<file path="src/rtl/decode_pkg.sv">
// Shared RV32I decode definitions: opcodes, one-hot opclass bit indices,
// immediate format selector and the load-use hazard FSM state type.
package decode_pkg;

    localparam int OPCLASS_W = 11;

    localparam logic [6:0] OPC_LUI    = 7'b0110111;
    localparam logic [6:0] OPC_AUIPC  = 7'b0010111;
    localparam logic [6:0] OPC_JAL    = 7'b1101111;
    localparam logic [6:0] OPC_JALR   = 7'b1100111;
    localparam logic [6:0] OPC_BRANCH = 7'b1100011;
    localparam logic [6:0] OPC_LOAD   = 7'b0000011;
    localparam logic [6:0] OPC_STORE  = 7'b0100011;
    localparam logic [6:0] OPC_OPIMM  = 7'b0010011;
    localparam logic [6:0] OPC_OP     = 7'b0110011;
    localparam logic [6:0] OPC_FENCE  = 7'b0001111;
    localparam logic [6:0] OPC_SYSTEM = 7'b1110011;

    // Bit positions inside o_opclass; LUI is bit 0.
    typedef enum logic [3:0] {
        OC_LUI    = 4'd0,
        OC_AUIPC  = 4'd1,
        OC_JAL    = 4'd2,
        OC_JALR   = 4'd3,
        OC_BRANCH = 4'd4,
        OC_LOAD   = 4'd5,
        OC_STORE  = 4'd6,
        OC_OPIMM  = 4'd7,
        OC_OP     = 4'd8,
        OC_FENCE  = 4'd9,
        OC_SYSTEM = 4'd10
    } opclass_idx_e;

    typedef enum logic [2:0] {
        FMT_NONE,
        FMT_I,
        FMT_S,
        FMT_B,
        FMT_U,
        FMT_J
    } imm_fmt_e;

    typedef enum logic [0:0] {
        HZ_IDLE   = 1'b0,
        HZ_BUBBLE = 1'b1
    } hz_state_e;

endpackage

</file>
<file path="src/rtl/decode_stage_if.sv">
// Fetch-to-decode and decode-to-execute signal bundle for decode_stage.
// i_ce qualifies i_pc/i_instr; o_ce qualifies every o_* field; o_stall_decode holds fetch on the same cycle.
interface decode_stage_if import decode_pkg::*; #(
    parameter int REG_ADDR_W = 5
);
    logic [31:0]           i_pc;
    logic [31:0]           i_instr;
    logic                  i_ce;
    logic [31:0]           o_pc;
    logic [31:0]           o_instr;
    logic [REG_ADDR_W-1:0] o_rs1;
    logic [REG_ADDR_W-1:0] o_rs2;
    logic [REG_ADDR_W-1:0] o_rd;
    logic [2:0]            o_funct3;
    logic [6:0]            o_funct7;
    logic [31:0]           o_imm;
    logic [OPCLASS_W-1:0]  o_opclass;
    logic                  o_illegal;
    logic                  o_ce;
    logic                  o_stall_decode;

    modport slave (
        input  i_pc, i_instr, i_ce,
        output o_pc, o_instr, o_rs1, o_rs2, o_rd, o_funct3, o_funct7,
               o_imm, o_opclass, o_illegal, o_ce, o_stall_decode
    );

    modport master (
        output i_pc, i_instr, i_ce,
        input  o_pc, o_instr, o_rs1, o_rs2, o_rd, o_funct3, o_funct7,
               o_imm, o_opclass, o_illegal, o_ce, o_stall_decode
    );
endinterface

</file>
<file path="src/rtl/decode_stage_imm_gen.sv">
// Immediate generator: selects the RV32I immediate layout and sign-extends it.
module imm_gen import decode_pkg::*; (
    input  logic [31:7] instr,
    input  imm_fmt_e    fmt,
    output logic [31:0] imm
);
    always_comb begin
        imm = '0;
        case (fmt)
            FMT_I:   imm = {{20{instr[31]}}, instr[31:20]};
            FMT_S:   imm = {{20{instr[31]}}, instr[31:25], instr[11:7]};
            FMT_B:   imm = {{19{instr[31]}}, instr[31], instr[7], instr[30:25], instr[11:8], 1'b0};
            FMT_U:   imm = {instr[31:12], 12'b0};
            FMT_J:   imm = {{11{instr[31]}}, instr[31], instr[19:12], instr[20], instr[30:21], 1'b0};
            default: imm = '0;
        endcase
    end
endmodule

</file>
<file path="src/rtl/decode_stage.sv">
// RV32I decode stage: field split, immediate, one-hot opclass and load-use bubble insertion.
// Optional macro DECODE_ILLEGAL_CHECK_EN enables o_illegal detection (tied 0 otherwise).
module decode_stage import decode_pkg::*; #(
    parameter int REG_ADDR_W  = 5,
    parameter bit LOAD_USE_EN = 1'b1
) (
    input  logic                  clk,
    input  logic                  rst,
    input  logic                  stall,
    input  logic                  flush,
    input  logic [REG_ADDR_W-1:0] i_ex_rd,
    input  logic                  i_ex_is_load,
    decode_stage_if.slave         bus,
    output hz_state_e             dbg_state
);
    logic [6:0]            opcode;
    logic [2:0]            f3;
    logic [6:0]            f7;
    logic [REG_ADDR_W-1:0] rs1;
    logic [REG_ADDR_W-1:0] rs2;
    logic [OPCLASS_W-1:0]  opclass_d;
    imm_fmt_e              fmt;
    logic [31:0]           imm_d;
    logic                  illegal_d;
    logic                  uses_rs2;
    logic                  hazard_raw;
    logic                  stall_decode;
    logic                  stall_bit;
    hz_state_e             state, state_nxt;

    assign opcode = bus.i_instr[6:0];
    assign f3     = bus.i_instr[14:12];
    assign f7     = bus.i_instr[31:25];
    assign rs1    = bus.i_instr[15 +: REG_ADDR_W];
    assign rs2    = bus.i_instr[20 +: REG_ADDR_W];

    always_comb begin
        opclass_d = '0;
        fmt       = FMT_NONE;
        case (opcode)
            OPC_LUI:    begin opclass_d[OC_LUI]    = 1'b1; fmt = FMT_U; end
            OPC_AUIPC:  begin opclass_d[OC_AUIPC]  = 1'b1; fmt = FMT_U; end
            OPC_JAL:    begin opclass_d[OC_JAL]    = 1'b1; fmt = FMT_J; end
            OPC_JALR:   begin opclass_d[OC_JALR]   = 1'b1; fmt = FMT_I; end
            OPC_BRANCH: begin opclass_d[OC_BRANCH] = 1'b1; fmt = FMT_B; end
            OPC_LOAD:   begin opclass_d[OC_LOAD]   = 1'b1; fmt = FMT_I; end
            OPC_STORE:  begin opclass_d[OC_STORE]  = 1'b1; fmt = FMT_S; end
            OPC_OPIMM:  begin opclass_d[OC_OPIMM]  = 1'b1; fmt = FMT_I; end
            OPC_OP:     begin opclass_d[OC_OP]     = 1'b1; fmt = FMT_NONE; end
            OPC_FENCE:  begin opclass_d[OC_FENCE]  = 1'b1; fmt = FMT_I; end
            OPC_SYSTEM: begin opclass_d[OC_SYSTEM] = 1'b1; fmt = FMT_I; end
            default:    begin opclass_d = '0; fmt = FMT_NONE; end
        endcase
    end

    imm_gen u_imm_gen (
        .instr (bus.i_instr[31:7]),
        .fmt   (fmt),
        .imm   (imm_d)
    );

`ifdef DECODE_ILLEGAL_CHECK_EN
    always_comb begin
        illegal_d = (opclass_d == '0) || (bus.i_instr[1:0] != 2'b11);
        if (opclass_d[OC_LOAD] && (f3 == 3'd3 || f3 == 3'd6 || f3 == 3'd7)) illegal_d = 1'b1;
        if (opclass_d[OC_STORE] && f3 > 3'd2) illegal_d = 1'b1;
        if (opclass_d[OC_BRANCH] && (f3 == 3'd2 || f3 == 3'd3)) illegal_d = 1'b1;
        if (opclass_d[OC_JALR] && f3 != 3'd0) illegal_d = 1'b1;
        // funct7=0x20 is only meaningful for SUB and SRA.
        if (opclass_d[OC_OP] && !(f7 == 7'h00 || (f7 == 7'h20 && (f3 == 3'd0 || f3 == 3'd5))))
            illegal_d = 1'b1;
        if (opclass_d[OC_OPIMM] && f3 == 3'd1 && f7 != 7'h00) illegal_d = 1'b1;
        if (opclass_d[OC_OPIMM] && f3 == 3'd5 && f7 != 7'h00 && f7 != 7'h20) illegal_d = 1'b1;
    end
`else
    assign illegal_d = 1'b0;
`endif

    // The instruction in execute is valid exactly when this stage's o_ce is set.
    assign uses_rs2   = opclass_d[OC_BRANCH] | opclass_d[OC_STORE] | opclass_d[OC_OP];
    assign hazard_raw = LOAD_USE_EN & bus.i_ce & i_ex_is_load & bus.o_ce & (i_ex_rd != '0) &
                        ((i_ex_rd == rs1) | (uses_rs2 & (i_ex_rd == rs2)));

    always_ff @(posedge clk) begin
        if (rst) state <= HZ_IDLE;
        else     state <= state_nxt;
    end

    always_comb begin
        state_nxt = state;
        case (state)
            HZ_IDLE:   if (stall_decode && !stall) state_nxt = HZ_BUBBLE;
            HZ_BUBBLE: state_nxt = HZ_IDLE;
            default:   state_nxt = HZ_IDLE;
        endcase
    end

    always_comb begin
        stall_decode = hazard_raw && (state == HZ_IDLE) && !flush;
    end

    assign bus.o_stall_decode = stall_decode;
    assign stall_bit          = stall | stall_decode;
    assign dbg_state          = state;

    always_ff @(posedge clk) begin
        if (rst) begin
            bus.o_pc      <= '0;
            bus.o_instr   <= '0;
            bus.o_rs1     <= '0;
            bus.o_rs2     <= '0;
            bus.o_rd      <= '0;
            bus.o_funct3  <= '0;
            bus.o_funct7  <= '0;
            bus.o_imm     <= '0;
            bus.o_opclass <= '0;
            bus.o_illegal <= 1'b0;
            bus.o_ce      <= 1'b0;
        end else begin
            if (!stall_bit && bus.i_ce) begin
                bus.o_pc      <= bus.i_pc;
                bus.o_instr   <= bus.i_instr;
                bus.o_rs1     <= rs1;
                bus.o_rs2     <= rs2;
                bus.o_rd      <= bus.i_instr[7 +: REG_ADDR_W];
                bus.o_funct3  <= f3;
                bus.o_funct7  <= f7;
                bus.o_imm     <= imm_d;
                bus.o_opclass <= opclass_d;
                bus.o_illegal <= illegal_d;
            end
            // Own stall only: emit a bubble; downstream stall: hold.
            if (!stall_bit)  bus.o_ce <= bus.i_ce & ~flush;
            else if (!stall) bus.o_ce <= 1'b0;
        end
    end
endmodule

</file>
<file path="src/flat_wrapper.sv">
// flat-port wrapper written by rule: the top's interface ports become plain ports
module decode_stage_flat import decode_pkg::*;
#(
    parameter int REG_ADDR_W  = 5,
    parameter bit LOAD_USE_EN = 1'b1
)
  (clk, rst, stall, flush, i_ex_rd, i_ex_is_load, dbg_state, bus_i_pc, bus_i_instr, bus_i_ce, bus_o_pc, bus_o_instr, bus_o_rs1, bus_o_rs2, bus_o_rd, bus_o_funct3, bus_o_funct7, bus_o_imm, bus_o_opclass, bus_o_illegal, bus_o_ce, bus_o_stall_decode);
  decode_stage_if #(.REG_ADDR_W(REG_ADDR_W)) bus_i ();
  input  logic clk;
  input  logic rst;
  input  logic stall;
  input  logic flush;
  input  logic [REG_ADDR_W-1:0] i_ex_rd;
  input  logic i_ex_is_load;
  output hz_state_e dbg_state;
  input wire logic [$bits(bus_i.i_pc)-1:0] bus_i_pc;
  input wire logic [$bits(bus_i.i_instr)-1:0] bus_i_instr;
  input wire logic [$bits(bus_i.i_ce)-1:0] bus_i_ce;
  output wire logic [$bits(bus_i.o_pc)-1:0] bus_o_pc;
  output wire logic [$bits(bus_i.o_instr)-1:0] bus_o_instr;
  output wire logic [$bits(bus_i.o_rs1)-1:0] bus_o_rs1;
  output wire logic [$bits(bus_i.o_rs2)-1:0] bus_o_rs2;
  output wire logic [$bits(bus_i.o_rd)-1:0] bus_o_rd;
  output wire logic [$bits(bus_i.o_funct3)-1:0] bus_o_funct3;
  output wire logic [$bits(bus_i.o_funct7)-1:0] bus_o_funct7;
  output wire logic [$bits(bus_i.o_imm)-1:0] bus_o_imm;
  output wire logic [$bits(bus_i.o_opclass)-1:0] bus_o_opclass;
  output wire logic [$bits(bus_i.o_illegal)-1:0] bus_o_illegal;
  output wire logic [$bits(bus_i.o_ce)-1:0] bus_o_ce;
  output wire logic [$bits(bus_i.o_stall_decode)-1:0] bus_o_stall_decode;
  assign bus_i.i_pc = bus_i_pc;
  assign bus_i.i_instr = bus_i_instr;
  assign bus_i.i_ce = bus_i_ce;
  assign bus_o_pc = bus_i.o_pc;
  assign bus_o_instr = bus_i.o_instr;
  assign bus_o_rs1 = bus_i.o_rs1;
  assign bus_o_rs2 = bus_i.o_rs2;
  assign bus_o_rd = bus_i.o_rd;
  assign bus_o_funct3 = bus_i.o_funct3;
  assign bus_o_funct7 = bus_i.o_funct7;
  assign bus_o_imm = bus_i.o_imm;
  assign bus_o_opclass = bus_i.o_opclass;
  assign bus_o_illegal = bus_i.o_illegal;
  assign bus_o_ce = bus_i.o_ce;
  assign bus_o_stall_decode = bus_i.o_stall_decode;
  decode_stage #(.REG_ADDR_W(REG_ADDR_W), .LOAD_USE_EN(LOAD_USE_EN)) u_core (.clk(clk), .rst(rst), .stall(stall), .flush(flush), .i_ex_rd(i_ex_rd), .i_ex_is_load(i_ex_is_load), .bus(bus_i), .dbg_state(dbg_state));
endmodule
</file>
<file path="config.mk">
export PLATFORM = sky130hd
export DESIGN_NAME = decode_stage_flat
export DESIGN_NICKNAME = d
export VERILOG_FILES = /design/src/rtl/decode_pkg.sv /design/src/rtl/decode_stage_if.sv /design/src/rtl/decode_stage_imm_gen.sv /design/src/rtl/decode_stage.sv /design/src/flat_wrapper.sv
export SDC_FILE = /design/constraint.sdc
export NUM_CORES = 1
export LEC_CHECK = 0
export BUFFER_PORTS_ARGS = -buffer_cell sky130_fd_sc_hd__clkbuf_2
export CAP_MARGIN = 10
export CELL_PAD_IN_SITES_DETAIL_PLACEMENT = 0
export CELL_PAD_IN_SITES_GLOBAL_PLACEMENT = 1
export CORE_ASPECT_RATIO = 0.5
export CORE_MARGIN = 4
export CORE_UTILIZATION = 25
export DETAILED_ROUTE_END_ITERATION = 6
export GPL_ROUTABILITY_DRIVEN = 1
export PLACE_DENSITY_LB_ADDON = 0.1
export SETUP_SLACK_MARGIN = 0.5
export SKIP_CTS_REPAIR_TIMING = 1
export SLEW_MARGIN = 20
export SYNTH_ARGS = -nofsm -noshare
export SYNTH_HDL_FRONTEND = slang
export SYNTH_SLANG_ARGS = --single-unit
</file>
<file path="constraint.sdc">
create_clock -name clk -period 5.3 [get_ports clk]
set_input_delay 0.795 -clock clk [delete_from_list [all_inputs] [get_ports clk]]
set_output_delay 0.795 -clock clk [all_outputs]
set_load 0.005 [all_outputs]
</file>
==> impl_results.md, run 1 <==
* Routed Antenna Nets at 0
* Initial antenna violation count at 0
* RR Startpoint: u_core.dbg_state
* Lkg Pwr at 2.49 nW
* Pwr per Cell Area at 288 mW/mm²
* Post-Synth Adder-Cell Area at 0
* Critical path arrival at 2830 ps
* Hold Path Depth at 1
* Outcome: complete, no violations
* Fill cells at 2112
* Max-cap violations at 0
* Skew-Pair Late Insertion Delay at approximately 360 ps
* Max FO, Critical Path at 32
* WL met1 at 9710 µm
* CTS sink count at 109
* Complex-gate fraction of the synthesized area at 0.256
* CTS root buf: clkbuf_16
* Placed Area at 0.00590 mm²
* Worst Setup End Kind: output pin
* Row Count at 36
* Hold_sp: u_core.bus.o_imm[27]
* Worst Hold Slack at 472 ps
* Vias in the first global route at 4677
* Gate Count Post-Synth at about 590
* Hpwl dp at about 13000 µm
* DR WL/cell at 18.9 µm
* Final worst path period share at 0.683
* Worst Path Required at 4510 ps
* Post-synth top area share at 0.440
* Worst vdd ir at 0.117 mV
* Simple-Gate Fraction of Synth Area at 0.172
* Pin count of the biggest net entering global routing at 82
* Pins over their slew limit at 0
* Initial Util at 0.255
* Worst R2R Setup Slack at 2590 ps
* Ys flop type: dfxtp_1
* Hold Vio Cnt, Final at 0
* Area contributors post-synth: dfxtp_1, a21oi_1, nand3_1, o21ai_1, buf_4
* WL final at 18900 µm
* Post-synth EDFFs at 0
* Synthesized flop and latch total at 109
* Final #Nets at approximately 800
* Largest family of logic cells by synthesized area: compound AO/OA/AOI/OAI gates
* Layout area overhead at 25.0%
* Setup ws final at 1680 ps
* Maximum clock frequency at 276 MHz
* # DRC at 0
* Min cycle time layout at 3620 ps
* FF/Latch Area at 0.00218 mm²
* Synth top cells by count: dfxtp_1, a21oi_1, nand3_1
* Die W at 207 µm
* Area of the multi-input gates at 0.00230 mm²
* CTS tree: built
* Min-Delay Endpoint: u_core.bus.o_imm[27]
* Rel. slew slack at 0.338
* Core area at approximately 0.019 mm²
* Die Area at 0.0223 mm²
* Tot GR Track Use at 0.163
* Cell variety after synth at 50
* Worst Reg2Reg Path Length in Cells at 7
* 1st-pass router iterations at 5
* RSZ-0062 raised after global routing: false
* Post-synth ARST share at 0
* Num CTS Buffers at 9
* Uppermost layer routed: met4
* Initial DRC count at 307
* Drt via density at 4.90
* Via Count at 4897
* R2R Path End: u_core.bus.o_imm[23]
* Worst-Margin Slew at 992 ps
* Placer congestion estimate at 0.785
* First-pass GRT wire length at around 29000 µm
* Syn_nets at 666
* Setup Skew at around 15 ps
* Final setup viols at 0
* H-tree depth at 3
* Sum of negative setup slack at 0 ps
* Clock transition at the registers of the reported paths at 80 ps
* Mux share of post-synthesis cell area at 0.00907
* Met2 WL post-DR at 8120 µm
* Design area at 0.00620 mm²
* Post-Syn Area at slightly below 0.005 mm²
* # IOs at approximately 210
* Cell with the most instances after synthesis: dfxtp_1
* Grt ovf at 0
* Synthesized area per cell at 8.40 µm²
* Synth warn at 0
* Seq/Total Area, Yosys at 0.440
* Layout cells sized above 1 at 0.335
* Met3 WL at roughly 920 µm
* Diodes inserted at 0
* Min-Delay Path Class: flip-flop to flip-flop
* Synth area leader: dfxtp_1
* CP Class: primary input to output pin
* Dpl ws at approximately 1600 ps
* Max Buffers Root-to-Sink at 2
* Critical Path Source Type: primary input
* IO buf count at 209
* Post-synthesis xor/xnor area fraction at 0.0194
* Die Y at 108 µm
==> cell families (layout without fill, tap and decap cells) <==
kind of cell,Yosys count,count (layout)
DFF,109,109
muxes,4,4
other,1,1
xor gates and xnor gates,11,11
AOI/OAI and AO/OA,221,221
buffers and inverters,89,232
and+or+nand+nor,156,156
==> where the power goes <==
group	switching (mW)	internal, mW
registers	0.0171	0.846
logic	0.127	0.0825
clock network	0.346	0.371
total	0.491	1.30
==> through the flow <==
stage,cells,power [mW],utilization
final,1000,1.79,0.319
after global routing,1000,1.87,0.319
after CTS,1000,1.82,0.319
after detailed placement,984,1.09,0.303
after global placement,984,1.09,0.303
after floorplan,591,0.996,-
==> cells in the final DEF, fill, tap and decap left out, drive strengths merged, types with 8 or more instances in the layout <==
master | netlist | routed
nor2 | 11 | 11
a21oi | 90 | 90
nand2 | 17 | 17
nor2b | 9 | 9
nand3 | 70 | 70
clkbuf | 31 | 217
a311oi | 8 | 8
dfxtp | 109 | 109
nand2b | 18 | 18
nand4 | 16 | 16
o2bb2ai | 11 | 11
o21ai | 92 | 92
==> worst max-delay path, cell delays in order <==
cell,delay (ps)
clkbuf_2,110
and2_1,380
nand3_2,170
a2111oi_4,400
o21ai_4,210
inv_2,520
clkbuf_2,220
==> layer usage <==
layer / vias up / track usage
met3: 11 / 0.0370
met5: - / 0
li1: 2386 / -
met1: 2356 / 0.244
met4: 0 / 0.0321
met2: 144 / 0.239
==> worst max-delay path by stage <==
stage                   startpoint                   end  cells past startpoint
floorplan           bus_i_instr[2]    bus_o_stall_decode                      8
global placement    bus_i_instr[1]  u_core.bus.o_imm[11]                      8
detailed placement  bus_i_instr[0]  u_core.bus.o_imm[24]                      8
CTS                 bus_i_instr[0]    bus_o_stall_decode                      7
global route        bus_i_instr[0]    bus_o_stall_decode                      7
finish              bus_i_instr[0]    bus_o_stall_decode                      7
==> sequential cells by signal (all words and copies together), names as in the netlist <==
register and cells:
u_core.bus.o_ce 1, u_core.bus.o_funct3 2, u_core.bus.o_funct7 6, u_core.bus.o_imm 32
u_core.bus.o_instr 12, u_core.bus.o_opclass 11, u_core.bus.o_pc 32, u_core.bus.o_rd 4
u_core.bus.o_rs1 4, u_core.bus.o_rs2 4, u_core.dbg_state 1
==> final cells by class <==
type | instances | area share
Multi-Input combinational cell | 393 | 0.371
Sequential cell | 109 | 0.352
Timing Repair Buffer | 213 | 0.174
Tap cell | 266 | 0.0537
Clock buffer | 9 | 0.0363
Clock inverter | 7 | 0.0119
Inverter | 3 | 0.00182
Power figures use the tool's default switching activity.
==> run 2, diff against run 1 <==
- ABC_AREA: unset -> 1
- clock period: 5.3 -> 3.5 ns (I/O delays scaled with it)
==> impl_results.md, run 2 <==
* Outcome: complete, no violations
* Post-synth EDFFs at 0 (unchanged)
* Post-synth ARST share at 0 (unchanged)
* Pwr per Cell Area at 412 mW/mm² (+43%)
* CP startpoint: bus_i_instr[0]
* Min-Delay Path Class: primary input to flip-flop
* Crit path max-delay cell type: buf_12
* Die W at 210 µm (+1.3%)
* Final setup viols at 0 (unchanged)
* Placer congestion estimate at 0.775 (-1.3%)
* Top Registers: u_core.bus.o_imm x32, u_core.bus.o_pc x32, u_core.bus.o_instr x12
* R2R Path End: u_core.bus.o_pc[11]
* Diodes inserted at 0 (unchanged)
* Delay of the slowest critical-path stage at 260 ps (-260 ps)
* Initial Util at 0.258 (+0.00316)
* WL final at 18900 µm (-0.11%)
* Core area at 0.0197 mm² (+1.4%)
* CTS root buf: clkbuf_16
* IO buf count at 209 (unchanged)
* Tot GR Track Use at 0.165 (+0.00178)
* # IOs at 211 (unchanged)
* CP Buf/Inv Count at 4 (+1)
* Delay-heaviest family, CP: simple AND/OR/NAND/NOR gates
* Setup Skew at 7.87 ps (-7.20 ps)
* First-pass GRT wire length at 29700 µm (+2.4%)
* Worst R2R Setup Slack at 1360 ps (-1230 ps)
* Syn_nets at 802 (+20%)
* Min cycle time layout at 2600 ps
* Synth area leader: dfxtp_1
* Clock transition at the registers of the reported paths at 70 ps (about the same)
* Most common cell on crit path: nand2_1
* Drt via density at 4.56 (-6.9%)
* Worst Reg2Reg Path Length in Cells at 8 (+1)
* Final #Nets at 948 (+18%)
* Grt ovf at 0 (unchanged)
* Lkg Pwr at 2.97 nW (+19%)
* Hold_sp: bus_i_pc[31]
* Rel. slew slack at 0.501 (+0.162)
* Cell with the most instances after synthesis: nand2_1
* Worst Path Required at 2970 ps (-1540 ps)
* Pins over their slew limit at 0 (unchanged)
* Worst Setup End Kind: output pin
* # DRC at 0 (unchanged)
* Die Area at 0.0229 mm² (+2.5%)
* Synth top cells by count: nand2_1, a21oi_1, nand3_1
* RSZ-0062 raised after global routing: false
* Commonest non-fill, non-tap cells in the layout: clkbuf_2, nand2_1, a21oi_1
* Num CTS Buffers at 9 (unchanged)
* Final worst path period share at 0.743
* Post-Syn Area at 0.00509 mm² (+2.6%)
* Hpwl dp at 13600 µm (+7.1%)
* Commonest non-fill, non-tap cell in the layout: clkbuf_2
* Cell variety after synth at 27 (-46%)
* Overall Power at 2.64 mW (+48%)
* Pin count of the biggest net entering global routing at 67 (-18%)
* Synth warn at 0 (unchanged)
* Sum of negative setup slack at 0 ps (unchanged)
* Ys flop type: dfxtp_1
* Gate Count Post-Synth at 727 (+23%)
* CP cell instances: clkbuf_2 > nand2_1 > nor2_4 > o21ai_1 > nor2_1 > nand2_1 > nand2_1 > nand2_4 > buf_12 > inv_1 > clkbuf_2
* Row Count at 36 (unchanged)
* DR WL/cell at 16.6 µm (-13%)
* Layout area overhead at 25.9%
* Fill cells at 2231 (+5.6%)
* Max FO, Critical Path at 57 (+78%)
* Area contributors post-synth: dfxtp_1, nand2_1, a21oi_1, nand3_1, buf_4
* CTS tree: built
* Skew-Pair Late Insertion Delay at 350 ps (about the same)
* Hold Vio Cnt, Final at 0 (unchanged)
* Routed Antenna Nets at 0 (unchanged)
* CTS sink count at 109 (unchanged)
* Maximum clock frequency at 385 MHz
* Layout cells sized above 1 at 0.277 (-0.0581)
* Max-cap violations at 0 (unchanged)
* RR Startpoint: u_core.dbg_state
* Post-synth top area share at 0.428 (-0.0113)
* Critical Path Source Type: primary input
* CP Class: primary input to output pin
* Synthesized area per cell at 7.01 µm² (-17%)
* CP Depth at 11 (+4)
* Initial DRC count at 222 (-28%)
* Setup ws final at 901 ps (-778 ps)
* Die Y at 109 µm (+1.2%)
* Seq/Total Area, Yosys at 0.428 (-0.0113)
* End point of the critical path: bus_o_stall_decode
* H-tree depth at 3 (unchanged)
* Vias in the first global route at 4996 (+6.8%)
* Synthesized flop and latch total at 109 (unchanged)
* Worst vdd ir at 0.224 mV (+92%)
* Max Buffers Root-to-Sink at 2 (unchanged)
* Critical path arrival at 2070 ps (-760 ps)
* Via Count at 5210 (+6.4%)
* 1st-pass router iterations at 4 (-1)
* Dpl ws at 868 ps (-711 ps)
* Initial antenna violation count at 0 (unchanged)
* Worst-Margin Slew at 749 ps (-243 ps)
[run 2: cell types whose count changed after synthesis, moves of 7 or more]
cell | previous run | this run
o2bb2ai_1 | 11 | 0
inv_1 | 2 | 28
a311oi_1 | 8 | 0
nor2_1 | 8 | 46
nand4_1 | 16 | 2
clkbuf_1 | 30 | 23
o21ai_0 | 37 | 15
nand3_1 | 69 | 118
o21ai_1 | 53 | 1
a21oi_1 | 90 | 123
nand2_1 | 17 | 175
nor2b_1 | 9 | 0
nand2b_1 | 18 | 0
buf_2 | 9 | 16
[run 2: tightest hold or removal path: cells and delay by family]
family                 cells  cell delay (ps)
AO/OA/AOI/OAI              1               60
buffers and inverters      1               80
AND/OR/NAND/NOR            1               60
[run 2: how the worst min path moves through the flow]
stage	endpoint	slack, ps	depth (start not counted)
floorplan	u_core.dbg_state	450	1
global placement	u_core.dbg_state	450	1
detailed placement	u_core.bus.o_pc[17]	450	2
CTS	u_core.bus.o_pc[16]	400	3
global route	u_core.bus.o_pc[21]	410	3
finish	u_core.bus.o_pc[31]	420	3
[run 2: cells by family (layout without fill, tap and decap cells)]
| family | Yosys count | in the layout | synth area share |
|---|---|---|---|
| AND/OR/NAND/NOR | 355 | 355 | 0.301 |
| AO/OA/AOI/OAI | 140 | 140 | 0.138 |
| buffers and inverters | 114 | 264 | 0.119 |
| flip-flops | 109 | 109 | 0.428 |
| XOR/XNOR | 8 | 8 | 0.0138 |
| other | 1 | 1 | 0.000736 |
[run 2: power by group]
part	leakage [nW]	switching, mW	internal (mW)
Clock	0.144	0.471	0.560
Sequential	0.886	0.0249	1.28
Combinational	1.94	0.189	0.120
Total	2.97	0.685	1.96
[run 2: cell type report]
| type | count | area [µm²] | share of cell area |
|---|---|---|---|
| multi-input cells | 504 | 2320 | 0.362 |
| flip-flops and latches | 109 | 2180 | 0.340 |
| repair buffers | 217 | 1160 | 0.181 |
| well taps | 266 | 333 | 0.0519 |
| clock buffers | 13 | 280 | 0.0437 |
| inverters | 32 | 120 | 0.0187 |
| clock inverters | 2 | 16.3 | 0.00254 |
[run 2: stage by stage]
step                cell area, µm²  hold WS, ps   util  cells
global placement              6120          445  0.310   1128
CTS                           6410          403  0.325   1143
detailed placement            6120          452  0.310   1128
global route                  6410          405  0.325   1143
finish                        6410          421  0.325   1143
floorplan                     5090          447      -    727
[run 2: metal layers]
metal	vias up	track usage	part of all wire
met2	143	0.230	0.41
met4	0	0.0302	0.0061
met5	-	0	0
li1	2657	-	-
met1	2404	0.249	0.52
met3	6	0.0506	0.069
==> run 3, diff against run 2 <==
- clock period: 3.5 -> 2.65 ns (I/O delays scaled with it)
==> impl_results.md, run 3 (synthesis results as in run 2) <==
* Hold Vio Cnt, Final at 0 (unchanged)
* Clock transition at the registers of the reported paths at 70 ps (about the same)
* Worst Setup End Kind: output pin
* Non-filler instance count after layout at 1148 (+0.44%)
* Maximum clock frequency at 498 MHz
* Final worst path period share at 0.759
* R2R Path End: u_core.bus.o_pc[21]
* Critical path arrival at 1610 ps (-460 ps)
* Setup Skew at 4.15 ps (-3.72 ps)
* Layout cells sized above 1 at 0.279 (+0.00183)
* # DRC at 0 (unchanged)
* Routed Antenna Nets at 0 (unchanged)
* Design area at 0.00646 mm² (+0.78%)
* Placer congestion estimate at 0.780 (+0.72%)
* Worst Path Required at 2250 ps (-720 ps)
* Commonest non-fill, non-tap cells in the layout: clkbuf_2, nand2_1, a21oi_1
* Layout Utilization at 0.328 (+0.00254)
* CP Class: flip-flop to output pin
* Num CTS Buffers at 9 (unchanged)
* Hold Path Depth at 3 (unchanged)
* H-tree depth at 3 (unchanged)
* Min-Delay Path Class: primary input to flip-flop
* Commonest non-fill, non-tap cell in the layout: clkbuf_2
* Die W at 210 µm (unchanged)
* CTS root buf: clkbuf_16
* Max Buffers Root-to-Sink at 2 (unchanged)
* Drt via density at 4.61 (+1.2%)
* Worst R2R Setup Slack at 780 ps (-580 ps)
* Placed cells at 1132 (+0.35%)
* Worst Reg2Reg Path Length in Cells at 8 (unchanged)
* Overall Power at 3.72 mW (+41%)
* Worst-Margin Slew at 684 ps (-64.8 ps)
* Pwr per Cell Area at 575 mW/mm² (+40%)
* Worst Hold Slack at 292 ps (-129 ps)
* Initial Util at 0.258 (unchanged)
* Layout area overhead at 26.9%
* WL final at 19300 µm (+1.8%)
* Pins over their slew limit at 0 (unchanged)
* DR WL/cell at 16.8 µm (+1.3%)
* Grt ovf at 0 (unchanged)
* Final setup viols at 0 (unchanged)
* 1st-pass router iterations at 4 (unchanged)
* Rel. slew slack at 0.543 (+0.0421)
* Die Area at 0.0229 mm² (unchanged)
* Sum of negative setup slack at 0 ps (unchanged)
* Max-cap violations at 0 (unchanged)
* CTS sink count at 109 (unchanged)
* Max FO, Critical Path at 9 (-84%)
* Top Registers: u_core.bus.o_imm x32, u_core.bus.o_pc x32, u_core.bus.o_instr x12
* Dpl ws at 406 ps (-462 ps)
* Outcome: complete, no violations
* Via Count at 5298 (+1.7%)
* Initial DRC count at 249 (+12%)
* Skew-Pair Late Insertion Delay at 350 ps (about the same)
* Core area at 0.0197 mm² (unchanged)
* End point of the critical path: bus_o_stall_decode
* Setup ws final at 640 ps (-261 ps)
* Pin count of the biggest net entering global routing at 67 (unchanged)
* Hpwl dp at 13900 µm (+2.0%)
* Critical Path Source Type: flip-flop
* Placed Area at 0.00612 mm² (about the same)
* # IOs at 211 (unchanged)
* Hold_sp: bus_i_pc[24]
* RR Startpoint: u_core.dbg_state
* Min cycle time layout at 2010 ps
* First-pass GRT wire length at 30200 µm (+1.6%)
* IO buf count at 209 (unchanged)
* CTS tree: built
* Vias in the first global route at 5169 (+3.5%)
* Lkg Pwr at 3.00 nW (+1.1%)
* Final #Nets at 952 (+0.42%)
* Row Count at 36 (unchanged)
* Initial antenna violation count at 0 (unchanged)
* RSZ-0062 raised after global routing: false
* Diodes inserted at 0 (unchanged)
* Tot GR Track Use at 0.167 (+0.00248)
* Die Y at 109 µm (unchanged)
* Worst vdd ir at 0.286 mV (+28%)
* CP startpoint: u_core.dbg_state
-- run 3: cell types whose count changed in the layout (fill, tap and decap cells not counted), sizes merged --
| cell | before | now |
|---|---|---|
| bufinv | 0 | 3 |
| clkbuf | 221 | 220 |
| clkinvlp | 1 | 0 |
| buf | 9 | 13 |
-- run 3: final cells by class --
class	instances	area [µm²]
Clock buffer	12	246
Inverter	32	120
Clock inverter	4	95.1
Fill cell	2208	13300
Timing Repair Buffer	221	1160
Sequential cell	109	2180
Tap cell	266	333
Multi-Input combinational cell	504	2320
-- run 3: routing by layer --
metal  track usage  share of wire
met5             0              0
met4        0.0298         0.0083
met3        0.0500          0.067
met2         0.239           0.41
met1         0.250           0.51
-- run 3: where the power goes --
| part | internal (mW) | switching (mW) | leakage, nW |
|---|---|---|---|
| Combinational | 0.158 | 0.251 | 1.95 |
| Sequential | 1.69 | 0.0329 | 0.886 |
| Clock | 0.951 | 0.636 | 0.167 |
| Total | 2.80 | 0.920 | 3.00 |
-- run 3: critical path, stage by stage, from the launching register on --
cell and delay (ps):
dfxtp_1 320, nor3_1 200, nand3_1 100, a31oi_1 270, nand2_4 160, inv_1 90
clkbuf_2 120
-- run 3: worst min path at each step --
stage / end
floorplan: u_core.dbg_state
global placement: u_core.dbg_state
detailed placement: u_core.dbg_state
CTS: u_core.bus.o_pc[19]
global route: u_core.bus.o_pc[24]
finish: u_core.bus.o_pc[24]
